## src/rtl/completion_arbiter_if.sv

```systemverilog
// Completion bus between the functional units, the arbiter and the ROB
// completion ports. The FU side offers results with fu_valid and the
// arbiter accepts them with fu_ready. The ROB side is a registered,
// valid-only interface qualified by complete[k].
interface completion_arbiter_if #(
   parameter int NUM_FU        = 5,
   parameter int NUM_PORTS     = 3,
   parameter int ROB_SIZE      = 64,
   parameter int NUM_TAGS_LOG2 = 6,
   parameter int REG_SIZE      = 32
);
   localparam int ROB_SIZE_LOG2 = $clog2(ROB_SIZE);

   // Handshake: a result moves from FU i into the arbiter on a rising edge
   // where fu_valid[i] and fu_ready[i] are both 1. While fu_valid[i] is 1
   // and fu_ready[i] is 0, the FU holds its fu_* fields stable. fu_ready
   // never depends on fu_valid of the same FU.
   logic                     flush;
   logic [NUM_FU-1:0]        fu_valid;
   logic [ROB_SIZE_LOG2-1:0] fu_rob_index [NUM_FU];
   logic [NUM_TAGS_LOG2-1:0] fu_tag       [NUM_FU];
   logic [REG_SIZE-1:0]      fu_data      [NUM_FU];
   logic [NUM_FU-1:0]        fu_ready;

   // ROB completion ports. Bit k of complete qualifies port k.
   logic [ROB_SIZE_LOG2-1:0] rob_index       [NUM_PORTS];
   logic [NUM_TAGS_LOG2-1:0] tag_rd_complete [NUM_PORTS];
   logic [REG_SIZE-1:0]      data_rd         [NUM_PORTS];
   logic [NUM_PORTS-1:0]     complete;
   logic                     busy;

   modport master (
      output flush, fu_valid, fu_rob_index, fu_tag, fu_data,
      input  fu_ready, rob_index, tag_rd_complete, data_rd, complete, busy
   );

   modport slave (
      input  flush, fu_valid, fu_rob_index, fu_tag, fu_data,
      output fu_ready, rob_index, tag_rd_complete, data_rd, complete, busy
   );
endinterface

```

## src/rtl/completion_arbiter.sv

```systemverilog
// Completion arbiter: one result buffer per functional unit. Up to
// NUM_PORTS buffered results are granted per cycle in rotating-priority
// order and are registered onto the ROB completion ports. The rotating
// pointer is exported on dbg_rr_o.
module completion_arbiter #(
   parameter int NUM_FU        = 5,
   parameter int NUM_PORTS     = 3,
   parameter int ROB_SIZE      = 64,
   parameter int NUM_TAGS_LOG2 = 6,
   parameter int REG_SIZE      = 32,
   localparam int ROB_SIZE_LOG2 = $clog2(ROB_SIZE),
   localparam int FU_W          = (NUM_FU > 1) ? $clog2(NUM_FU) : 1
) (
   input  logic                clk,
   input  logic                rst,
   completion_arbiter_if.slave bus,
   output logic [FU_W-1:0]     dbg_rr_o
);

   // Per-FU result buffers
   logic [NUM_FU-1:0]        pend_q;
   logic [ROB_SIZE_LOG2-1:0] buf_idx_q  [NUM_FU];
   logic [NUM_TAGS_LOG2-1:0] buf_tag_q  [NUM_FU];
   logic [REG_SIZE-1:0]      buf_data_q [NUM_FU];

   // Rotating priority pointer: the first FU index examined each cycle
   logic [FU_W-1:0] rr_q;
   logic [FU_W-1:0] rr_d;

   // Registered ROB completion ports
   logic [ROB_SIZE_LOG2-1:0] out_idx_q  [NUM_PORTS];
   logic [NUM_TAGS_LOG2-1:0] out_tag_q  [NUM_PORTS];
   logic [REG_SIZE-1:0]      out_data_q [NUM_PORTS];
   logic [NUM_PORTS-1:0]     out_vld_q;

   // Selection results
   logic [NUM_FU-1:0]    grant;
   logic [FU_W-1:0]      port_sel [NUM_PORTS];
   logic [NUM_PORTS-1:0] port_vld;
   logic [FU_W-1:0]      last_idx;
   logic [FU_W:0]        scan_sum;
   logic [FU_W-1:0]      scan_idx;
   int                   grant_cnt;

   logic [NUM_FU-1:0] accept;

   // Rotating-priority scan: the k-th pending FU found from rr gets port k
   always_comb begin
      grant     = '0;
      port_vld  = '0;
      last_idx  = rr_q;
      grant_cnt = 0;
      scan_sum  = '0;
      scan_idx  = '0;
      for (int k = 0; k < NUM_PORTS; k++) begin
         port_sel[k] = '0;
      end
      for (int off = 0; off < NUM_FU; off++) begin
         // rr_q and off are both below NUM_FU, so one subtraction wraps the sum
         scan_sum = {1'b0, rr_q} + (FU_W+1)'(off);
         if (scan_sum >= (FU_W+1)'(NUM_FU)) begin
            scan_sum = scan_sum - (FU_W+1)'(NUM_FU);
         end
         scan_idx = scan_sum[FU_W-1:0];
         if (pend_q[scan_idx] && (grant_cnt < NUM_PORTS)) begin
            grant[scan_idx] = 1'b1;
            for (int k = 0; k < NUM_PORTS; k++) begin
               if (grant_cnt == k) begin
                  port_sel[k] = scan_idx;
                  port_vld[k] = 1'b1;
               end
            end
            grant_cnt = grant_cnt + 1;
            last_idx  = scan_idx;
         end
      end
   end

   // Next pointer: one past the last granted FU, held when nothing is granted
   always_comb begin
      rr_d = rr_q;
      if (|grant) begin
         rr_d = (last_idx == FU_W'(NUM_FU - 1)) ? '0 : last_idx + 1'b1;
      end
   end

   // A buffer accepts when it is empty or is being drained this cycle
   assign bus.fu_ready = {NUM_FU{~rst & ~bus.flush}} & (~pend_q | grant);
   assign accept       = bus.fu_valid & bus.fu_ready;

   // Buffer capture, grant retirement, output registers and pointer update
   always_ff @(posedge clk) begin
      if (rst) begin
         pend_q    <= '0;
         rr_q      <= '0;
         out_vld_q <= '0;
         for (int i = 0; i < NUM_FU; i++) begin
            buf_idx_q[i]  <= '0;
            buf_tag_q[i]  <= '0;
            buf_data_q[i] <= '0;
         end
         for (int k = 0; k < NUM_PORTS; k++) begin
            out_idx_q[k]  <= '0;
            out_tag_q[k]  <= '0;
            out_data_q[k] <= '0;
         end
      end else if (bus.flush) begin
         // Drop everything in flight; the pointer keeps its position
         pend_q    <= '0;
         out_vld_q <= '0;
         for (int k = 0; k < NUM_PORTS; k++) begin
            out_idx_q[k]  <= '0;
            out_tag_q[k]  <= '0;
            out_data_q[k] <= '0;
         end
      end else begin
         for (int i = 0; i < NUM_FU; i++) begin
            if (accept[i]) begin
               pend_q[i]     <= 1'b1;
               buf_idx_q[i]  <= bus.fu_rob_index[i];
               buf_tag_q[i]  <= bus.fu_tag[i];
               buf_data_q[i] <= bus.fu_data[i];
            end else if (grant[i]) begin
               pend_q[i] <= 1'b0;
            end
         end
         out_vld_q <= port_vld;
         for (int k = 0; k < NUM_PORTS; k++) begin
            if (port_vld[k]) begin
               out_idx_q[k]  <= buf_idx_q[port_sel[k]];
               out_tag_q[k]  <= buf_tag_q[port_sel[k]];
               out_data_q[k] <= buf_data_q[port_sel[k]];
            end else begin
               out_idx_q[k]  <= '0;
               out_tag_q[k]  <= '0;
               out_data_q[k] <= '0;
            end
         end
         rr_q <= rr_d;
      end
   end

   assign bus.complete = out_vld_q;
   assign bus.busy     = |pend_q;
   assign dbg_rr_o     = rr_q;

   for (genvar k = 0; k < NUM_PORTS; k++) begin : g_port
      assign bus.rob_index[k]       = out_idx_q[k];
      assign bus.tag_rd_complete[k] = out_tag_q[k];
      assign bus.data_rd[k]         = out_data_q[k];
   end

endmodule
```

## src/flat_wrapper.sv

```systemverilog
// flat-port wrapper written by rule: the top's interface ports become plain ports
module completion_arbiter_flat 
#(
   parameter int NUM_FU        = 5,
   parameter int NUM_PORTS     = 3,
   parameter int ROB_SIZE      = 64,
   parameter int NUM_TAGS_LOG2 = 6,
   parameter int REG_SIZE      = 32,
   localparam int ROB_SIZE_LOG2 = $clog2(ROB_SIZE),
   localparam int FU_W          = (NUM_FU > 1) ? $clog2(NUM_FU) : 1
)
  (clk, rst, dbg_rr_o, bus_flush, bus_fu_valid, bus_fu_rob_index, bus_fu_tag, bus_fu_data, bus_fu_ready, bus_rob_index, bus_tag_rd_complete, bus_data_rd, bus_complete, bus_busy);
  completion_arbiter_if #(.NUM_FU(NUM_FU), .NUM_PORTS(NUM_PORTS), .ROB_SIZE(ROB_SIZE), .NUM_TAGS_LOG2(NUM_TAGS_LOG2), .REG_SIZE(REG_SIZE)) bus_i ();
  input  logic clk;
  input  logic rst;
  output logic [FU_W-1:0] dbg_rr_o;
  input wire logic [$bits(bus_i.flush)-1:0] bus_flush;
  input wire logic [$bits(bus_i.fu_valid)-1:0] bus_fu_valid;
  input wire logic [$bits(bus_i.fu_rob_index)-1:0] bus_fu_rob_index;
  input wire logic [$bits(bus_i.fu_tag)-1:0] bus_fu_tag;
  input wire logic [$bits(bus_i.fu_data)-1:0] bus_fu_data;
  output wire logic [$bits(bus_i.fu_ready)-1:0] bus_fu_ready;
  output wire logic [$bits(bus_i.rob_index)-1:0] bus_rob_index;
  output wire logic [$bits(bus_i.tag_rd_complete)-1:0] bus_tag_rd_complete;
  output wire logic [$bits(bus_i.data_rd)-1:0] bus_data_rd;
  output wire logic [$bits(bus_i.complete)-1:0] bus_complete;
  output wire logic [$bits(bus_i.busy)-1:0] bus_busy;
  assign bus_i.flush = bus_flush;
  assign bus_i.fu_valid = bus_fu_valid;
  assign bus_i.fu_rob_index = {>>{bus_fu_rob_index}};
  assign bus_i.fu_tag = {>>{bus_fu_tag}};
  assign bus_i.fu_data = {>>{bus_fu_data}};
  assign bus_fu_ready = bus_i.fu_ready;
  assign bus_rob_index = {>>{bus_i.rob_index}};
  assign bus_tag_rd_complete = {>>{bus_i.tag_rd_complete}};
  assign bus_data_rd = {>>{bus_i.data_rd}};
  assign bus_complete = bus_i.complete;
  assign bus_busy = bus_i.busy;
  completion_arbiter #(.NUM_FU(NUM_FU), .NUM_PORTS(NUM_PORTS), .ROB_SIZE(ROB_SIZE), .NUM_TAGS_LOG2(NUM_TAGS_LOG2), .REG_SIZE(REG_SIZE)) u_core (.clk(clk), .rst(rst), .bus(bus_i), .dbg_rr_o(dbg_rr_o));
endmodule
```

## config.mk

```make
export PLATFORM = sky130hd
export DESIGN_NAME = completion_arbiter_flat
export DESIGN_NICKNAME = d
export VERILOG_FILES = /design/src/rtl/completion_arbiter_if.sv /design/src/rtl/completion_arbiter.sv /design/src/flat_wrapper.sv
export SDC_FILE = /design/constraint.sdc
export NUM_CORES = 1
export LEC_CHECK = 0
export CAP_MARGIN = 25
export CORE_ASPECT_RATIO = 0.6
export CORE_MARGIN = 3
export CORE_UTILIZATION = 45
export DETAILED_ROUTE_END_ITERATION = 16
export PLACE_DENSITY = 0.7
export SYNTH_ARGS = -nofsm -noshare
export SYNTH_HDL_FRONTEND = slang
export SYNTH_SLANG_ARGS = --single-unit
```

## constraint.sdc

```tcl
create_clock -name clk -period 8.2 [get_ports clk]
set_input_delay 2.46 -clock clk [delete_from_list [all_inputs] [get_ports clk]]
set_output_delay 2.46 -clock clk [all_outputs]
set_load 0.005 [all_outputs]
```

==> flow_metrics.tcl, run 1 <==
set metrics [dict create \
    cts_buffers 37 \
    synth_common_cells "edfxtp_1 (308), nand2_1 (204), a21boi_0 (196)" \
    hpwl_mm 51.1 \
    slew_headroom_pct 28.5 \
    vias_per_cell 6.28 \
    drive_gt1_share_pct 9.54 \
    vias 17700 \
    die-area_um2 47100 \
    crit_required_ns 5.74 \
    drc 0 \
    cts_buffer_depth 3 \
    synth_top_cell_area_share_pct 46.2 \
    initial_core_util_pct 45.9 \
    core_area_um2 43600 \
    yosys_warnings 0 \
    ys_ff_latch 363 \
    crit_path_end_kind "output pin" \
    hp-start "u_core.buf_tag_q[4][4]$_SDFFCE_PN0P_" \
    synth_most_common_cell "edfxtp_1" \
    netlist_instances 1772 \
    fp.dieW_um 278 \
    synth_largest_area_cell "edfxtp_1" \
    critPathLaunchType "register" \
    syn-mean-instance-area_um2 11.3 \
    crit_type "reg2out" \
    area_growth_pct 31.6 \
    wl_per_cell_um 27.4 \
    io_pins 372 \
    finalNetCount 2451 \
    crit_start "u_core.dbg_rr_o[0]$_SDFFE_PP0P_" \
    finalCritPeriodShare_pct 97.8 \
    place_congestion 0.955 \
    drt_iter0_drc 2607 \
    syn_area_um2 20000 \
    synth_edf_count 308 \
    fmax_mhz 125 \
    rsz0062_at_grt "true" \
    portBuffers 371 \
    ir_worst_vdd_v 0.000904 \
    p_leak_uw 0.00928 \
    clock_skew_ns 0.0261 \
    ys_seq_area_share_pct 51.7 \
    postRouteWirelength_mm 77.1 \
    clock_latency_ns 0.54 \
    hold_ws_ns 0.515 \
    synth_area_leaders "edfxtp_1 (46%), mux2i_1 (9.6%), a21boi_0 (7.4%), dfxtp_1 (5.5%), o221ai_1 (3.9%)" \
    postLayoutCoreUtil_pct 60.4 \
    min_to "u_core.out_tag_q[2][4]$_SDFFE_PP0P_" \
    rows 59 \
    ys_types 82 \
    slew_viol_final 0 \
    fin_tns_setup_ns 0 \
    track_usage_pct 31.7 \
    async_flop_share_pct 0 \
    ys.flop_type "edfxtp_1" \
    die_y_um 169 \
    cts_hold_buffers 0 \
    cts.htree.levels 2 \
    maxCapViolCount 0 \
    grt_pass1_vias 17100 \
    root_buffer "clkbuf_16" \
    worstReg2RegEnd "u_core.out_data_q[0][7]$_SDFFCE_PP0P_" \
    setup_violations 0 \
    cts.sinks 363 \
    cts_tree "yes" \
    outcome "completed" \
    r2r-start "u_core.dbg_rr_o[0]$_SDFFE_PP0P_" \
    reg2regPathDepth 22 \
    grt-ovfl-total 0 \
    r2r_setup_slack_ns 1.55 \
    grt_max_degree 161 \
    p_per_area_nw_per_um2 462 \
    grt_pass1_wl_mm 112 \
    tightest_slew_ns 1.07 \
    min_path_cells 2 \
    dr.pass1.iters 5 \
    layout_min_cycle_time_ns 8.02 \
    ant_nets 0 \
    clkSlewWorstSetupHoldPaths_ns 0.07 \
    worstPathMaxFanout 11 \
    hold_viol 0 \
    antenna_found_initial 8 \
    worstHoldPathType "reg2reg" \
    arrival_ns 5.56 \
]
==> worst max-delay path, cell delays in order (launching register included) <==
cell and delay (ns):
dfxtp_2 0.35, inv_4 0.13, ha_1 0.19, inv_1 0.06
fa_1 0.55, o21ba_2 0.19, or2_1 0.37, and4_1 0.32
o21ai_2 0.23, nand2_1 0.15, fa_1 0.57, ha_1 0.20
nor2_2 0.06, o2111ai_1 0.15, buf_4 0.19, nor3_2 0.04
a311oi_2 0.33, buf_4 0.17, nand2_1 0.06, nor2_1 0.17
nor2_1 0.07, clkdlybuf4s50_1 0.48
==> metrics by stage <==
step                cells  instance area [µm²]  setup WS [ns]  total power [µW]
floorplan            1859                20300          0.798              7270
global route         2817                26300        -0.0680             12700
finish               2817                26300          0.184             12200
detailed placement   2744                25100          0.545             10300
global placement     2744                25100          0.529             10200
CTS                  2810                26200         0.0256             11900
==> power breakdown <==
part	leakage, µW	internal [µW]	switching [µW]
clock	0.000564	920	729
sequential	0.00363	2490	204
combinational	0.00509	2950	4890
==> how the worst max path moves through the flow <==
stage	cells past startpoint	slack, ns	end
after floorplan	20	0.80	bus_fu_ready[3]
after global placement	21	0.53	bus_fu_ready[3]
after detailed placement	21	0.55	bus_fu_ready[3]
after CTS	21	0.03	bus_fu_ready[3]
after global routing	23	-0.07	bus_fu_ready[0]
final	21	0.18	bus_fu_ready[0]
==> logic make-up after synthesis <==
| kind of cell | synth area share [%] |
|---|---|
| AOI/OAI and AO/OA | 24.4 |
| xor gates and xnor gates | 0.219 |
| adders and majority gates | 1.20 |
| buffers and inverters | 5.27 |
| DFF | 51.7 |
| muxes | 10.1 |
| other | 0.0187 |
| and+or+nand+nor | 7.05 |
==> sequential cells by signal (all words and copies together) (netlist names) <==
signal,cells
u_core.dbg_rr_o,3
u_core.buf_tag_q,30
u_core.bus.complete,3
u_core.out_tag_q,18
u_core.out_data_q,96
u_core.buf_data_q,160
u_core.out_idx_q,18
u_core.pend_q,5
u_core.buf_idx_q,30
==> what timing repair did <==
item	CTS	global route
setup buffers	0	1
setup endpoints to repair	2	5
pin swaps	0	1
resized for setup	2	20
==> cells in the final DEF, fill, tap and decap left out, types with 7 or more instances in the layout <==
master,netlist,final
a31oi_1,8,8
conb_1,1,88
dfxtp_1,55,52
clkdlybuf4s50_1,0,371
a21boi_1,25,25
nand3_1,15,15
nand2_1,204,201
o221ai_1,88,88
clkbuf_8,0,7
nor2_1,51,50
buf_4,8,77
inv_1,67,67
a211oi_1,55,55
nor3_1,13,9
a21boi_0,196,196
nand2b_1,17,11
edfxtp_1,308,308
a311oi_1,48,47
a21o_1,9,8
clkbuf_1,69,10
a21oi_1,21,21
buf_12,0,18
mux2i_1,192,189
a2111oi_0,44,44
ha_1,16,14
clkbuf_16,0,38
o21ai_0,56,54
==> routing by layer <==
layer	up-vias	track usage (%)	part of all wire [%]
li1	7678	-	-
met1	8687	46.8	44
met2	1168	46.6	43
met3	164	6.48	10
met4	4	10.3	2.8
met5	-	0	0.041
==> area by class of cell <==
class | instances | area [µm²]
Multi-Input combinational cell | 1266 | 9160
Timing Repair Buffer | 468 | 4670
Sequential cell | 363 | 10400
Inverter | 69 | 262
Clock inverter | 11 | 71.3
Antenna cell | 6 | 15.0
Clock buffer | 55 | 1080
Tap cell | 579 | 724
Fill cell | 3482 | 17300
No activity file was read; power rests on OpenSTA's default activity.
==> run 2, diff against run 1 <==
Settings changed: GPL_ROUTABILITY_DRIVEN set to 0, SETUP_SLACK_MARGIN set to 0.1.
==> run 2 against run 1 <==
  * Combinational power shrank 4.0%
  * Core utilization fell by 0.74 points
  * Worst hold slack worse by 0.016 ns
  * Die area stayed put
  * Largest power group unchanged
==> flow_metrics.tcl, run 2 (same netlist as run 1, synthesis figures left out) <==
set metrics [dict create \
    vias_per_cell 6.34 \
    fin_tns_setup_ns 0 \
    rows 59 \
    final_common_cell "clkdlybuf4s50_1" \
    cts_tree "yes" \
    worstHoldPathType "reg2reg" \
    portBuffers 371 \
    largest_register "u_core.buf_data_q" \
    drc 0 \
    clkSlewWorstSetupHoldPaths_ns 0.06 \
    cts_buffers 37 \
    grt_pass1_wl_mm 108 \
    crit_path_end_kind "output pin" \
    cts_buffer_depth 3 \
    finalNetCount 2417 \
    slew_viol_final 0 \
    wl_per_cell_um 26.5 \
    largest_reg_flops 160 \
    outcome "completed" \
    grt_pass1_vias 17300 \
    fmax_mhz 127 \
    crit_required_ns 5.74 \
    postRouteWirelength_mm 73.8 \
    layout_min_cycle_time_ns 7.90 \
    track_usage_pct 30.0 \
    drive_gt1_share_pct 8.55 \
    p_leak_uw 0.00907 \
    hpwl_mm 46.4 \
    area_growth_pct 30.0 \
    clock_latency_ns 0.55 \
    die-area_um2 47100 \
    root_buffer "clkbuf_16" \
    initial_core_util_pct 45.9 \
    ant_nets 0 \
    fin_area_um2 26000 \
    setup_violations 0 \
    hold_viol 0 \
    io_pins 372 \
    tightest_slew_ns 1.06 \
    grt-ovfl-total 0 \
    vias 17700 \
    finalCritPeriodShare_pct 96.3 \
    maxCapViolCount 0 \
    r2r_setup_slack_ns 1.60 \
    grt_max_degree 119 \
    rsz0062_at_grt "false" \
    cts.htree.levels 2 \
    critPathLaunchType "register" \
    worstPathMaxFanout 11 \
    dr.pass1.iters 6 \
    slew_headroom_pct 29.1 \
    drt_iter0_drc 2710 \
    cts.sinks 363 \
    crit_type "reg2out" \
    antenna_found_initial 11 \
    place_area_um2 24600 \
    clock_skew_ns 0.0281 \
    final_cell_mix "clkdlybuf4s50_1 (371), edfxtp_1 (308), nand2_1 (201), a21boi_0 (196), mux2i_1 (188)" \
    p_per_area_nw_per_um2 456 \
    arrival_ns 5.44 \
    largestRegisters "u_core.buf_data_q (160), u_core.out_data_q (96)" \
    fp.dieW_um 278 \
    core_area_um2 43600 \
    die_y_um 169 \
    ir_worst_vdd_v 0.000677 \
]
## run 2: cell types whose count changed in the layout (fill, tap and decap cells not counted), sizes merged
| cell | delta |
|---|---|
| buf | -36 |
| clkbuf | +6 |
| clkinv | -4 |
| clkinvlp | +1 |
| diode | +4 |
## run 2: report_power, final
| group | switching [µW] | internal [µW] | total, µW |
|---|---|---|---|
| sequential | 200 | 2490 | 2690 |
| clock | 743 | 918 | 1660 |
| combinational | 4810 | 2720 | 7530 |
## run 2: what timing repair did
| action | CTS | global route |
|---|---|---|
| hold buffers | 0 | 0 |
| endpoints found under the setup margin | 5 | 5 |
| resized for setup | 8 | 26 |
| gates cloned | 0 | 1 |
| buffers inserted | 2 | 14 |
| pin swaps | 0 | 6 |
## run 2: final cells by class
| cell class | instances | area, µm² |
|---|---|---|
| Sequential cell | 363 | 10400 |
| Antenna cell | 10 | 25.0 |
| Tap cell | 579 | 724 |
| Timing Repair Buffer | 434 | 4300 |
| Clock buffer | 59 | 1090 |
| Inverter | 69 | 265 |
| Fill cell | 3452 | 17600 |
| Multi-Input combinational cell | 1266 | 9200 |
| Clock inverter | 8 | 61.3 |
## run 2: worst paths after layout
check	startpoint	end	depth (start not counted)
hold reg to reg	u_core.buf_data_q[4][12]$_SDFFCE_PN0P_	u_core.out_data_q[2][12]$_SDFFE_PP0P_	2
setup / recovery	u_core.dbg_rr_o[0]$_SDFFE_PP0P_	bus_fu_ready[0]	20
hold / removal	u_core.buf_data_q[4][12]$_SDFFCE_PN0P_	u_core.out_data_q[2][12]$_SDFFE_PP0P_	2
setup reg to reg	u_core.dbg_rr_o[1]$_SDFFE_PP0P_	u_core.out_data_q[1][12]$_SDFFCE_PP0P_	23
## run 2: critical path: stages (launching register included)
cell and delay [ns]:
dfxtp_2 0.37, inv_4 0.15, ha_1 0.18, inv_1 0.05, fa_2 0.55, o21ba_2 0.18, or2_4 0.28, and4_1 0.27
o21ai_4 0.21, nand2_1 0.14, fa_2 0.65, ha_1 0.20, nor2_2 0.06, o2111ai_2 0.10, buf_4 0.18, nor3_1 0.04
a311oi_1 0.45, nand2_1 0.15, nor2_1 0.14, nor2_1 0.06, clkdlybuf4s50_1 0.48
## run 2: routing by layer
layer	track usage (%)	vias to the layer above	wire [µm]
met5	0	-	11
met4	13.9	2	3130
met3	6.32	242	8150
met2	46.0	1296	32800
met1	41.3	8532	29800
li1	-	7609	-
## run 2: per-stage QoR
step	power (µW)	hold WS, ns	util (%)	setup slack (ns)	instances
2_1_floorplan	7270	0.469	-	0.798	1859
3_3_place_gp	9620	0.484	56.3	0.269	2693
3_5_place_dp	9760	0.493	56.3	0.0955	2694
4_1_cts	11500	0.507	59.0	0.103	2763
5_1_grt	12300	0.530	59.6	0.0285	2788
6_report	11900	0.498	59.6	0.302	2788
==> patch: new RTL, config.mk and constraints of run 1 <==
Put one more register stage on the output `dbg_rr_o`. The value now appears one clock later. The other outputs are not delayed to match.
--- a/src/rtl/completion_arbiter.sv
+++ b/src/rtl/completion_arbiter.sv
@@ -142,7 +142,9 @@
 
    assign bus.complete = out_vld_q;
    assign bus.busy     = |pend_q;
-   assign dbg_rr_o     = rr_q;
+   always_ff @(posedge clk) begin
+      dbg_rr_o <= rr_q;
+   end
 
    for (genvar k = 0; k < NUM_PORTS; k++) begin : g_port
       assign bus.rob_index[k]       = out_idx_q[k];
Formal check against the unedited RTL: not equivalent (a bounded check fails within 4 cycles, from zero or initial values and one cycle with rst high).
==> patch against run 1 <==
Routed wire length fell by 4.9%; area after synthesis grew 2.3%; sequential power down 4%; hold slack improved by 17 ps; total power is 8.3% lower; worst setup slack improved by 6.4 ps; via count down 6.0%; cell area is 1.6% higher; sequential cell count rose by 3; critical path type unchanged.
==> patch: results (changes against run 1) <==
Post-DP Area = 25100 um2 (+0.11%)
VDD IR-drop max = 0.000494 V (-45%)
Static Leak = 10.3 nW (+11%)
syn avg cell area = 11.7 um2 (+3.4%)
Distinct cells, synth = 91 (+11%)
first-pass GRT wire length = 105000 um (-6.1%)
detailed-router iteration count before antenna repair = 6 (+1)
CTS Buf Count = 39 (+5.4%)
DR vias/cell = 5.93 (-5.6%)
status = complete, no violations
commonest cells in the netlist = 308 x edfxtp_1, 222 x and2_1, 183 x mux2i_1
max_slew headroom = 0.363 (+0.0776)
WL final = 73300 um (-4.9%)
pre-CTS WS = 300 ps (-245 ps)
met3 wire length = 7190 um (-6.8%)
layout cell share with drive strength beyond 1 = 0.152 (+0.0570)
Clock power frac = 0.175 (+0.040)
critical-path cell with the highest stage delay = clkdlybuf4s50_1
met3 usage = 0.0589 (-0.00588)
post-synthesis xor/xnor area fraction = 0.00128 (-0.000905)
worst-path fanout max = 12 (+1)
DR WL met2 = 32100 um (-3.9%)
worst r2r src = u_core.rr_q[2]$_SDFFE_PP0P_
met2 Use GR = 0.446 (-0.0207)
GR Util met1 = 0.424 (-0.0440)
patch: cell types whose count changed in the layout (fill, tap and decap cells not counted), sizes merged, moves of 25 or more:
cell     before  now
and2          2  227
a21boi      221    1
o221ai       88    1
o211ai        6   54
a311oi       48    1
a2111oi      44    0
o221a         0   44
o21ai        65  108
a221oi        4   46
mux2          5   47
nand2       204  165
buf          97   72
patch: cell type report:
class,count,area (um2),area share
clock inverters,20,304,0.0114
flip-flops and latches,366,10400,0.389
repair buffers,443,4350,0.163
well taps,579,724,0.0271
inverters,69,262,0.00977
clock buffers,52,1110,0.0413
diodes,3,7.51,0.000281
multi-input cells,1274,9590,0.358
patch: worst paths after layout:
path,to,slack (ps),cells past startpoint
max reg2reg,u_core.out_data_q[1][1]$_SDFFCE_PP0P_,1640,25
min reg2reg,u_core.dbg_rr_o[1]$_DFF_P_,530,1
min,u_core.dbg_rr_o[1]$_DFF_P_,530,1
max,bus_fu_ready[3],190,23
